`config.mk`:
```
export PLATFORM = sky130hd
export DESIGN_NAME = mmio_uart_tx_flat
export DESIGN_NICKNAME = d
export VERILOG_FILES = /design/src/rtl/mmio_uart_tx_pkg.sv /design/src/rtl/mmio_uart_tx_if.sv /design/src/rtl/mmio_uart_tx_fifo.sv /design/src/rtl/mmio_uart_tx.sv /design/src/flat_wrapper.sv
export SDC_FILE = /design/constraint.sdc
export NUM_CORES = 1
export LEC_CHECK = 0
export ABC_AREA = 1
export BUFFER_PORTS_ARGS = -buffer_cell sky130_fd_sc_hd__buf_2
export CAP_MARGIN = 5
export CELL_PAD_IN_SITES_DETAIL_PLACEMENT = 1
export CELL_PAD_IN_SITES_GLOBAL_PLACEMENT = 1
export CORE_ASPECT_RATIO = 0.6
export CORE_MARGIN = 1.5
export CORE_UTILIZATION = 46
export DETAILED_ROUTE_END_ITERATION = 8
export PLACE_DENSITY_LB_ADDON = 0.1
export SLEW_MARGIN = 5
export SYNTH_ARGS = -nofsm -noshare
export SYNTH_HDL_FRONTEND = slang
export SYNTH_SLANG_ARGS = --single-unit
```
`constraint.sdc`:
```
create_clock -name clk -period 5 [get_ports clk]
set_input_delay 0 -clock clk [delete_from_list [all_inputs] [get_ports clk]]
set_output_delay 0 -clock clk [all_outputs]
set_load 0.1 [all_outputs]
```
`src/rtl/mmio_uart_tx_pkg.sv`:
```
// mmio_uart_tx_pkg: register offsets, STATUS bit positions, FSM state
// encodings and the default divisor shared by the UART transmitter files.
package mmio_uart_tx_pkg;

    // Register select values, taken from addr[3:2]
    localparam logic [1:0] UART_TXDATA = 2'd0;
    localparam logic [1:0] UART_STATUS = 2'd1;
    localparam logic [1:0] UART_DIV    = 2'd2;
    localparam logic [1:0] UART_CTRL   = 2'd3;

    // STATUS bit positions
    localparam int STAT_FULL   = 0;
    localparam int STAT_EMPTY  = 1;
    localparam int STAT_BUSY   = 2;
    localparam int STAT_OVF    = 3;
    localparam int STAT_CNT_LO = 8;

    // Default clocks per bit
    localparam logic [15:0] UART_CLK_DIV_DEFAULT = 16'd434;

    typedef enum logic [1:0] {
        S_IDLE  = 2'd0,
        S_START = 2'd1,
        S_DATA  = 2'd2,
        S_STOP  = 2'd3
    } tx_state_e;

    // A divisor of zero still gives a one-clock bit
    function automatic logic [15:0] bit_time(input logic [15:0] div);
        return (div == 16'd0) ? 16'd1 : div;
    endfunction

endpackage

```
`src/rtl/mmio_uart_tx_if.sv`:
```
// mmio_uart_tx_if: data-RAM style bus (ce/we/addr/data) seen by the UART.
interface mmio_uart_tx_if;
    logic        ce;
    logic        we;
    logic [31:0] addr;
    logic [31:0] data_i;
    logic [31:0] data_o;

    modport master (output ce, output we, output addr, output data_i, input data_o);
    modport slave  (input ce, input we, input addr, input data_i, output data_o);
endinterface

```
`src/rtl/mmio_uart_tx_fifo.sv`:
```
// uart_tx_fifo: synchronous TX byte FIFO. Push into a full FIFO and pop
// from an empty one are ignored; fullness is judged on the pre-edge count.
module uart_tx_fifo #(
    parameter  int WIDTH = 8,
    parameter  int DEPTH = 8,
    localparam int AW    = $clog2(DEPTH),
    localparam int CW    = AW + 1
) (
    input  logic             clk,
    input  logic             rst,
    input  logic             push,
    input  logic             pop,
    input  logic [WIDTH-1:0] din,
    output logic [WIDTH-1:0] dout,
    output logic             full,
    output logic             empty,
    output logic [CW-1:0]    count
);

    logic [WIDTH-1:0] mem [DEPTH];
    logic [AW-1:0]    wr_ptr;
    logic [AW-1:0]    rd_ptr;
    logic             do_push;
    logic             do_pop;

    assign full    = (count == CW'(DEPTH));
    assign empty   = (count == '0);
    assign do_push = push && !full;
    assign do_pop  = pop && !empty;
    assign dout    = mem[rd_ptr];

    // Pointers wrap naturally since DEPTH is a power of two
    always_ff @(posedge clk or negedge rst) begin
        if (!rst) begin
            wr_ptr <= '0;
            rd_ptr <= '0;
            count  <= '0;
        end else begin
            if (do_push) wr_ptr <= wr_ptr + 1'b1;
            if (do_pop)  rd_ptr <= rd_ptr + 1'b1;
            case ({do_push, do_pop})
                2'b10:   count <= count + 1'b1;
                2'b01:   count <= count - 1'b1;
                default: count <= count;
            endcase
        end
    end

    // Storage needs no reset; emptiness is tracked by count
    always_ff @(posedge clk) begin
        if (do_push) mem[wr_ptr] <= din;
    end

endmodule

```
`src/rtl/mmio_uart_tx.sv`:
```
// mmio_uart_tx: memory-mapped 8N1 UART transmitter on the data-RAM bus.
// Optional macro UART_TX_IRQ_EN adds CTRL.irq_en and the tx_irq output.
module mmio_uart_tx
    import mmio_uart_tx_pkg::*;
#(
    parameter logic [31:0] BASE_ADDR  = 32'h1000_0000,
    parameter logic [15:0] CLK_DIV    = UART_CLK_DIV_DEFAULT,
    parameter int          FIFO_DEPTH = 8
) (
    input  logic            clk,
    input  logic            rst,
    mmio_uart_tx_if.slave   bus,
`ifdef UART_TX_IRQ_EN
    output logic            tx_irq,
`endif
    output logic            txd
);

    localparam int CW = $clog2(FIFO_DEPTH) + 1;

    logic          hit, wr, rd;
    logic [1:0]    sel;
    logic          wr_txdata;
    logic          push, pop;
    logic [7:0]    fifo_dout;
    logic          full, empty;
    logic [CW-1:0] count;
    logic [3:0]    cnt4;
    logic          ovf;
    logic [15:0]   div_q;
    logic          irq_en;
    tx_state_e     state;
    logic [7:0]    shift;
    logic [2:0]    bit_idx;
    logic [15:0]   timer;
    logic          bit_end;
    logic [15:0]   reload;
    logic          busy;
    logic [31:0]   rdata;
    logic          unused_bits;

    assign hit       = bus.ce && (bus.addr[31:4] == BASE_ADDR[31:4]);
    assign sel       = bus.addr[3:2];
    assign wr        = hit && bus.we;
    assign rd        = hit && !bus.we;
    assign wr_txdata = wr && (sel == UART_TXDATA);
    assign push      = wr_txdata && !full;
    assign cnt4      = 4'(count);
    assign busy      = (state != S_IDLE);
    assign bit_end   = (timer == 16'd1);
    assign reload    = bit_time(div_q);
    // Pop on leaving IDLE or at the end of a stop bit with more data queued
    assign pop       = !empty && ((state == S_IDLE) || (state == S_STOP && bit_end));
    assign unused_bits = ^{bus.addr[1:0], bus.data_i[31:16]};

    uart_tx_fifo #(.WIDTH(8), .DEPTH(FIFO_DEPTH)) u_fifo (
        .clk   (clk),
        .rst   (rst),
        .push  (push),
        .pop   (pop),
        .din   (bus.data_i[7:0]),
        .dout  (fifo_dout),
        .full  (full),
        .empty (empty),
        .count (count)
    );

    // Register file: sticky overflow with W1C, divisor
    always_ff @(posedge clk or negedge rst) begin
        if (!rst) begin
            ovf   <= 1'b0;
            div_q <= CLK_DIV;
        end else begin
            if (wr_txdata && full)
                ovf <= 1'b1;
            else if (wr && sel == UART_STATUS && bus.data_i[STAT_OVF])
                ovf <= 1'b0;
            if (wr && sel == UART_DIV)
                div_q <= bus.data_i[15:0];
        end
    end

`ifdef UART_TX_IRQ_EN
    // CTRL.irq_en and the lagged idle-and-drained interrupt
    always_ff @(posedge clk or negedge rst) begin
        if (!rst) begin
            irq_en <= 1'b0;
            tx_irq <= 1'b0;
        end else begin
            if (wr && sel == UART_CTRL)
                irq_en <= bus.data_i[0];
            tx_irq <= irq_en && empty && !busy;
        end
    end
`else
    assign irq_en = 1'b0;
`endif

    // Frame FSM; txd is registered and the bit timer reloads at every boundary
    always_ff @(posedge clk or negedge rst) begin
        if (!rst) begin
            state   <= S_IDLE;
            txd     <= 1'b1;
            shift   <= 8'h00;
            bit_idx <= 3'd0;
            timer   <= 16'd0;
        end else begin
            case (state)
                S_IDLE: begin
                    txd <= 1'b1;
                    if (!empty) begin
                        shift <= fifo_dout;
                        timer <= reload;
                        txd   <= 1'b0;
                        state <= S_START;
                    end
                end
                S_START: begin
                    if (bit_end) begin
                        timer   <= reload;
                        txd     <= shift[0];
                        shift   <= {1'b0, shift[7:1]};
                        bit_idx <= 3'd0;
                        state   <= S_DATA;
                    end else begin
                        timer <= timer - 16'd1;
                    end
                end
                S_DATA: begin
                    if (bit_end) begin
                        timer   <= reload;
                        bit_idx <= bit_idx + 3'd1;
                        if (bit_idx == 3'd7) begin
                            txd   <= 1'b1;
                            state <= S_STOP;
                        end else begin
                            txd   <= shift[0];
                            shift <= {1'b0, shift[7:1]};
                        end
                    end else begin
                        timer <= timer - 16'd1;
                    end
                end
                S_STOP: begin
                    if (bit_end) begin
                        timer <= reload;
                        if (!empty) begin
                            shift <= fifo_dout;
                            txd   <= 1'b0;
                            state <= S_START;
                        end else begin
                            txd   <= 1'b1;
                            state <= S_IDLE;
                        end
                    end else begin
                        timer <= timer - 16'd1;
                    end
                end
                default: begin
                    txd   <= 1'b1;
                    state <= S_IDLE;
                end
            endcase
        end
    end

    // Side-effect-free combinational read mux
    always_comb begin
        rdata = 32'h0;
        if (rd) begin
            case (sel)
                UART_STATUS: begin
                    rdata[STAT_FULL]  = full;
                    rdata[STAT_EMPTY] = empty;
                    rdata[STAT_BUSY]  = busy;
                    rdata[STAT_OVF]   = ovf;
                    rdata[STAT_CNT_LO +: 4] = cnt4;
                end
                UART_DIV:  rdata[15:0] = div_q;
                UART_CTRL: rdata[0]    = irq_en;
                default:   rdata       = 32'h0;
            endcase
        end
    end

    assign bus.data_o = rdata;

endmodule
```
`src/flat_wrapper.sv`:
```
// flat-port wrapper written by rule: the top's interface ports become plain ports
module mmio_uart_tx_flat import mmio_uart_tx_pkg::*;
#(
    parameter logic [31:0] BASE_ADDR  = 32'h1000_0000,
    parameter logic [15:0] CLK_DIV    = UART_CLK_DIV_DEFAULT,
    parameter int          FIFO_DEPTH = 8
)
  (clk, rst, txd, bus_ce, bus_we, bus_addr, bus_data_i, bus_data_o);
  mmio_uart_tx_if bus_i ();
  input  logic clk;
  input  logic rst;
  output logic txd;
  input wire logic [$bits(bus_i.ce)-1:0] bus_ce;
  input wire logic [$bits(bus_i.we)-1:0] bus_we;
  input wire logic [$bits(bus_i.addr)-1:0] bus_addr;
  input wire logic [$bits(bus_i.data_i)-1:0] bus_data_i;
  output wire logic [$bits(bus_i.data_o)-1:0] bus_data_o;
  assign bus_i.ce = bus_ce;
  assign bus_i.we = bus_we;
  assign bus_i.addr = bus_addr;
  assign bus_i.data_i = bus_data_i;
  assign bus_data_o = bus_i.data_o;
  mmio_uart_tx #(.BASE_ADDR(BASE_ADDR), .CLK_DIV(CLK_DIV), .FIFO_DEPTH(FIFO_DEPTH)) u_core (.clk(clk), .rst(rst), .bus(bus_i), .txd(txd));
endmodule
```
## After elaboration in Yosys (flattened, before gate mapping)

Memories as Yosys holds them, arrays and structs flattened.
Cells that the tools add are included.

- Bits in registers: 57
- Bits in latches: 0
- RAM bits: 64
- Memory bits (read-only): 0
- Input port bits: 68
- Output and inout port bits: 33
- Logic and storage cells: 101
- Memories: 1

- Add/sub/neg operators: 6
- Multipliers: 0
- Div/mod/pow operators: 0
- Order comparisons: 0
- Eq/ne operators: 17
- Shift operators: 0
- Multiplexer cells: 37
- Bitwise gates (word level): 0
- Reductions and logical operators: 30

Memory list:

| name | depth | width | read ports | clocked after memory_dff | write ports | RTL line | RTL |
|---|---|---|---|---|---|---|---|
| u_core.u_fifo.mem | 8 | 8 | 1 | 0 | 1 | mmio_uart_tx_fifo.sv:20 | `logic [WIDTH-1:0] mem [DEPTH];` |

Operators by type and width:

| operator | number |
|---|---|
| two-way mux 16 bit | 4 |
| two-way mux 8 bit | 5 |
| one-hot mux 16 bit (2 select lines) | 1 |
| one-hot mux 8 bit (4 select lines) | 1 |
| == test 28 x 25 -> 1 bit (second input constant) | 1 |
| == test 16 x 1 -> 1 bit (second input constant) | 1 |
| zero test 16 bit | 1 |
| one-hot mux 4 bit (2 select lines) | 2 |
| subtractor 16 x 1 -> 16 bit (second input constant) | 1 |
| logical AND 1 bit | 13 |
| one-hot mux 3 bit (2 select lines) | 2 |
| two-way mux 1 bit | 10 |
| two-way mux 2 bit | 5 |
| adder 3 x 1 -> 3 bit (second input constant) | 3 |
| == test 2 bit (second input constant) | 4 |
| two-way mux 4 bit | 2 |
| != test 2 x 1 -> 1 bit (second input constant) | 4 |
| one-hot mux 2 bit (4 select lines) | 1 |
| nonzero test 2 bit | 4 |
| == test 2 x 1 -> 1 bit (second input constant) | 3 |
| two-way mux 3 bit | 2 |
| AND reduction 3 bit | 2 |
| AND reduction 5 bit | 1 |
| adder 4 x 1 -> 4 bit (second input constant) | 1 |
| other kinds (12) | 16 |

## Depth between registers and ports, before layout

- Depth in word-level cells: 8
- Gate-level depth with buffers: 17
- Gate-level depth less buffers: 17

## By module

Synthesis repeated with hierarchy kept, for this count alone.

- Cell total of the unflattened synthesis: 799
- Area, all modules: 6583.8 um^2

By module, submodules not included:

| module | times used | cells each | area an instance (um^2) | sequential area each (um^2) |
|---|---|---|---|---|
| uart_tx_fifo | 1 | 357 | 3399.5 | 2172.1 |
| mmio_uart_tx | 1 | 442 | 3184.3 | 1183.6 |

## Worst setup path before layout

No wires, ideal clock.

- Path type: register -> output
- Start point: reg u_core.u_fifo.count[1]
- End point: out bus_data_o[0]
- Arrival time: 2.320 ns
- Required time: 5.000 ns
- Path slack: 2.680 ns
- Stages on the path, launching flop included: 6
- Buffers on the path: 0
- Cells stage by stage: dfrtp_1 > nor2_1 > nand3_1 > inv_1 > nand2_1 > a21oi_1

- Longest elaborated chain between the ends: 3

RTL lines:

| element | RTL line | RTL |
|---|---|---|
| start, declared | mmio_uart_tx_fifo.sv:17 | `output logic [CW-1:0] count` |
| start signal, assigned | mmio_uart_tx_fifo.sv:42 | `2'b10: count <= count + 1'b1;` |
| start signal, assigned | mmio_uart_tx_fifo.sv:43 | `2'b01: count <= count - 1'b1;` |
| start signal, assigned | mmio_uart_tx_fifo.sv:44 | `default: count <= count;` |
| == test 4 bit | mmio_uart_tx_fifo.sv:26 | `assign full = (count == CW'(DEPTH));` |
| one-hot mux 1 bit (2 select lines) | mmio_uart_tx.sv:171 | `case (sel)` |
| two-way mux 16 bit | mmio_uart_tx.sv:170 | `if (rd) begin` |
| end, declared | flat_wrapper.sv:17 | `output wire logic [$bits(bus_i.data_o)-1:0] bus_data_o;` |

No other way between the ends.

## Worst setup path after layout

- Start point: reg u_core.timer[13]
- End point: reg u_core.u_fifo.count[3]

- Longest elaborated chain between the ends: 7
- Elaborated cells on any way between the ends: 9
- Classes of those cells: 3 x eq/ne; 1 x mux; 5 x reduce/logical

RTL lines:

| element | RTL line | RTL |
|---|---|---|
| start, declared | mmio_uart_tx.sv:35 | `logic [15:0] timer;` |
| start signal, assigned | mmio_uart_tx.sv:113 | `timer <= reload;` |
| start signal, assigned | mmio_uart_tx.sv:120 | `timer <= reload;` |
| start signal, assigned | mmio_uart_tx.sv:126 | `timer <= timer - 16'd1;` |
| == test 16 x 1 -> 1 bit (*) | mmio_uart_tx.sv:50 | `assign bit_end = (timer == 16'd1);` |
| logical AND 1 bit (*) | mmio_uart_tx.sv:53 | `assign pop = !empty && ((state == S_IDLE) \|\| (state == S_STOP && bit_end));` |
| logical OR 1 bit (*) | mmio_uart_tx.sv:53 |  |
| logical AND 1 bit (*) | mmio_uart_tx.sv:53 |  |
| logical AND 1 bit (*) | mmio_uart_tx_fifo.sv:29 | `assign do_pop = pop && !empty;` |
| net u_core.u_fifo.do_pop | mmio_uart_tx_fifo.sv:24 | `logic do_pop;` |
| == test 2 x 1 -> 1 bit / == test 2 bit (equally long branches) | mmio_uart_tx_fifo.sv:41 | `case ({do_push, do_pop})` |
| one-hot mux 4 bit (2 select lines) / nonzero test 2 bit (equally long branches) | n/a |  |

Mark *: on every way through the listed nets, which the timed path passes. The rest lies on a longest branch.
A chain may end at the register's enable or synchronous reset.

==> reports/results.ini <==
[worst_setup_path]
arrival_ns=3.12
crit_type=register to register
endpoint_kind=register
start_kind=register
crit_slowest_cell=dfrtp_1
worst_r2r_path_depth=16
critPathMaxStageDelay_ns=0.41
worst-path-max-fanout=5
r2r_start=u_core.timer[13]
path_cells=nor2_1 -> nand3_1 -> nor2_1 -> nand2_1 -> o21ai_2 -> nand2_2 -> inv_2 -> ha_1 -> ha_1 -> nand2_1 -> nand2_1 -> a21oi_1 -> nor2_1 -> nor2_1 -> nand2_1 -> xor2_1
timing.rr.end=u_core.u_fifo.count[3]
critPathLaunch=u_core.timer[13]
cp.required_ns=5.30
rrSetupSlack_ns=2.18

[synthesis]
synthesis.area_sq_um=6590
ys_warn_count=0
synth-edff-count=64
synth_area_leaders=edfxtp_1, dfrtp_1, nand2_1, nand3_1, inv_1
ys.flop_type=edfxtp_1
ys_seq_elements=121
synth-simple-area-share=0.291
avgSynthCellArea_sq_um=8.25
yosysMostFrequentCell=nand2_1
synth_top_area_share=0.292
seq_area_frac_synth=0.509
synthMuxAreaShare=0
synthArstFlopShare=0.471
ys_top_cells_by_count=nand2_1, inv_1, nor2_1
yosys.area.top_type=edfxtp_1
synth_xor_area_frac=0.0146
synth_compound_area_frac=0.0585
synth_adder_area_share=0.0353
synth_top_family_by_area=simple AND/OR/NAND/NOR gates
ys_types=42
post_synth_inst_count=799

[floorplan]
die_w_microns=158
rows=33
core_area_sq_um=13800
die_h_microns=95.7
die_area_sq_um=15100
start_util=0.477
pin_count=101

[clocking]
clock_path_buffers=2
cts-root-buf=clkbuf_16
tritoncts=done
cts_made_buffers=17
clkTransAtPathRegs_ns=0.06
cts_resized=0
cts_max_level=4
cts_num_sinks=121
clock_latency_ns=0.43

[min_path]
holdPathStages=7
worstHoldPathType=input port to register
whs_endpoint=u_core.ovf
min-delay-start=bus_addr[31]

[status]
status=complete, no violations

[placed_design]
gp_congestion=0.844
placed_cells=1035
port_buffers=66
hpwl_microns=12800
place_ws_ns=2.33

[power_and_ir_drop]
comb_power_share=0.067
p_total_uw=2470
clkPwrFrac=0.503
ir_drop_mv=0.187
p_leak_uw=0.00367
seqPwrFrac=0.430
switchingPower_uw=596
powerDensity_nw_per_um2=320
p_sw_frac=0.241
p_int_uw=1880

[global_route]
met2_usage=0.443
grtUsageMet3=0.0594
antenna_found_initial=0
grt.overflow.total=0
grt_pass1_wl_microns=30200
met1_usage=0.357
grt_busiest_layer=met2
gr-usage-all-layers=0.267
grt_max_degree=58
grt_pass1_vias=5981

[drt]
drc=0
firstDrtPassIters=5
drt_iter0_markers=304
post_drt_wl_per_cell_microns=17.1
vias=5631
vias_per_cell=5.19
ant_nets=0
wirelength_microns=18500

[sta]
finalSetupViolCount=0
fin_skew_ns=0.0118
final-hold-violation-count=0
finalCritPeriodShare=0.563
slew_violations=0
fmax_mhz=355
fin_ws_ns=2.18
slew-limit-headroom=0.298
holdWs_ns=0.0670
setup-tns-final_ns=0
fin_crit_ns=2.82
tightest_slew_ns=1.05
grt_setup_unrepaired=no

[finish]
antenna_cells=0
nNetsFinal=966
area_delta_synth_final_pct=17.5
final_layout_size_suffix_gt1_frac=0.156
fin_cells=1084

[flow_run]
cap_violations=0

[per-layer routing]
layer / share of wire / routed length, microns
met1: 0.48 / 8910
met2: 0.45 / 8420
met3: 0.050 / 930
met4: 0.014 / 255
met5: 0 / 0
[critical path: cells and delay by family (launching register included)]
kind                     cells  cell delay, ns
AND/OR/NAND/NOR             10            1.21
adder cells (fa/ha/maj)      2            0.45
flip-flops                   1            0.41
AO/OA/AOI/OAI                2            0.38
XOR/XNOR                     1            0.15
buffers and inverters        1            0.10
[how the worst max path moves through the flow]
stage / to / slack, ns / depth (start not counted)
finish: u_core.u_fifo.count[3] / 2.18 / 16
global route: u_core.u_fifo.count[3] / 1.92 / 16
global placement: u_core.u_fifo.count[3] / 2.42 / 16
floorplan: bus_data_o[0] / 2.68 / 5
CTS: u_core.u_fifo.count[3] / 2.23 / 16
detailed placement: u_core.u_fifo.count[3] / 2.33 / 16
[cell families (layout without fill, tap and decap cells)]
logic type | Yosys count | in the layout
adders and majority gates | 18 | 18
xor gates and xnor gates | 11 | 11
AOI/OAI and AO/OA | 68 | 68
DFF | 121 | 121
other | 1 | 16
buffers and inverters | 130 | 208
and+or+nand+nor | 450 | 450
[power groups by stage]
stage	registers, uW	clock network [uW]	logic (uW)
floorplan	1120	0	84.2
global placement	1080	0	152
detailed placement	1080	0	157
CTS	1060	1250	168
global route	1060	1290	180
finish	1060	1240	167
[through the flow]
stage / cell area, sq um / util
detailed placement: 6980 / 0.504
finish: 7740 / 0.560
global route: 7740 / 0.560
CTS: 7740 / 0.560
floorplan: 6650 / -
global placement: 6980 / 0.504
[timing repair]
item / 4_1_cts / 5_1_grt
hold buffers: 18 / 0
buffers inserted: 0 / 0
hold endpoints to repair: 133 / 0
[sequential cells by signal (all words and copies together) (netlist names)]
register              cells
u_core.shift              8
u_core.timer             16
u_core.u_fifo.mem        64
u_core.txd                1
u_core.bit_idx            3
u_core.u_fifo.rd_ptr      3
u_core.ovf                1
u_core.div_q             16
u_core.state              2
u_core.u_fifo.count       4
u_core.u_fifo.wr_ptr      3
[placed cells by master (no fill, tap or decap), drive strengths merged, types with 2 or more instances in the layout]
| cell | n |
|---|---|
| dfstp | 6 |
| dfrtp | 51 |
| conb | 16 |
| nand2 | 255 |
| bufinv | 3 |
| ha | 17 |
| nor2 | 94 |
| nand4 | 3 |
| nand3 | 82 |
| a31oi | 2 |
| clkinv | 6 |
| o21ai | 51 |
| clkbuf | 20 |
| buf | 68 |
| or2 | 11 |
| nor3 | 3 |
| xor2 | 7 |
| xnor2 | 4 |
| dlygate4sd3 | 18 |
| clkinvlp | 2 |
| a21oi | 10 |
| inv | 91 |
| edfxtp | 64 |
[layout make-up]
type	count	area (sq um)
Sequential cell	121	3360
Timing Repair Buffer	86	526
Multi-Input combinational cell	563	2690
Clock inverter	11	150
Tap cell	192	240
Inverter	91	342
Fill cell	1699	6090
Clock buffer	20	437
(Power assumes the default switching activity.)
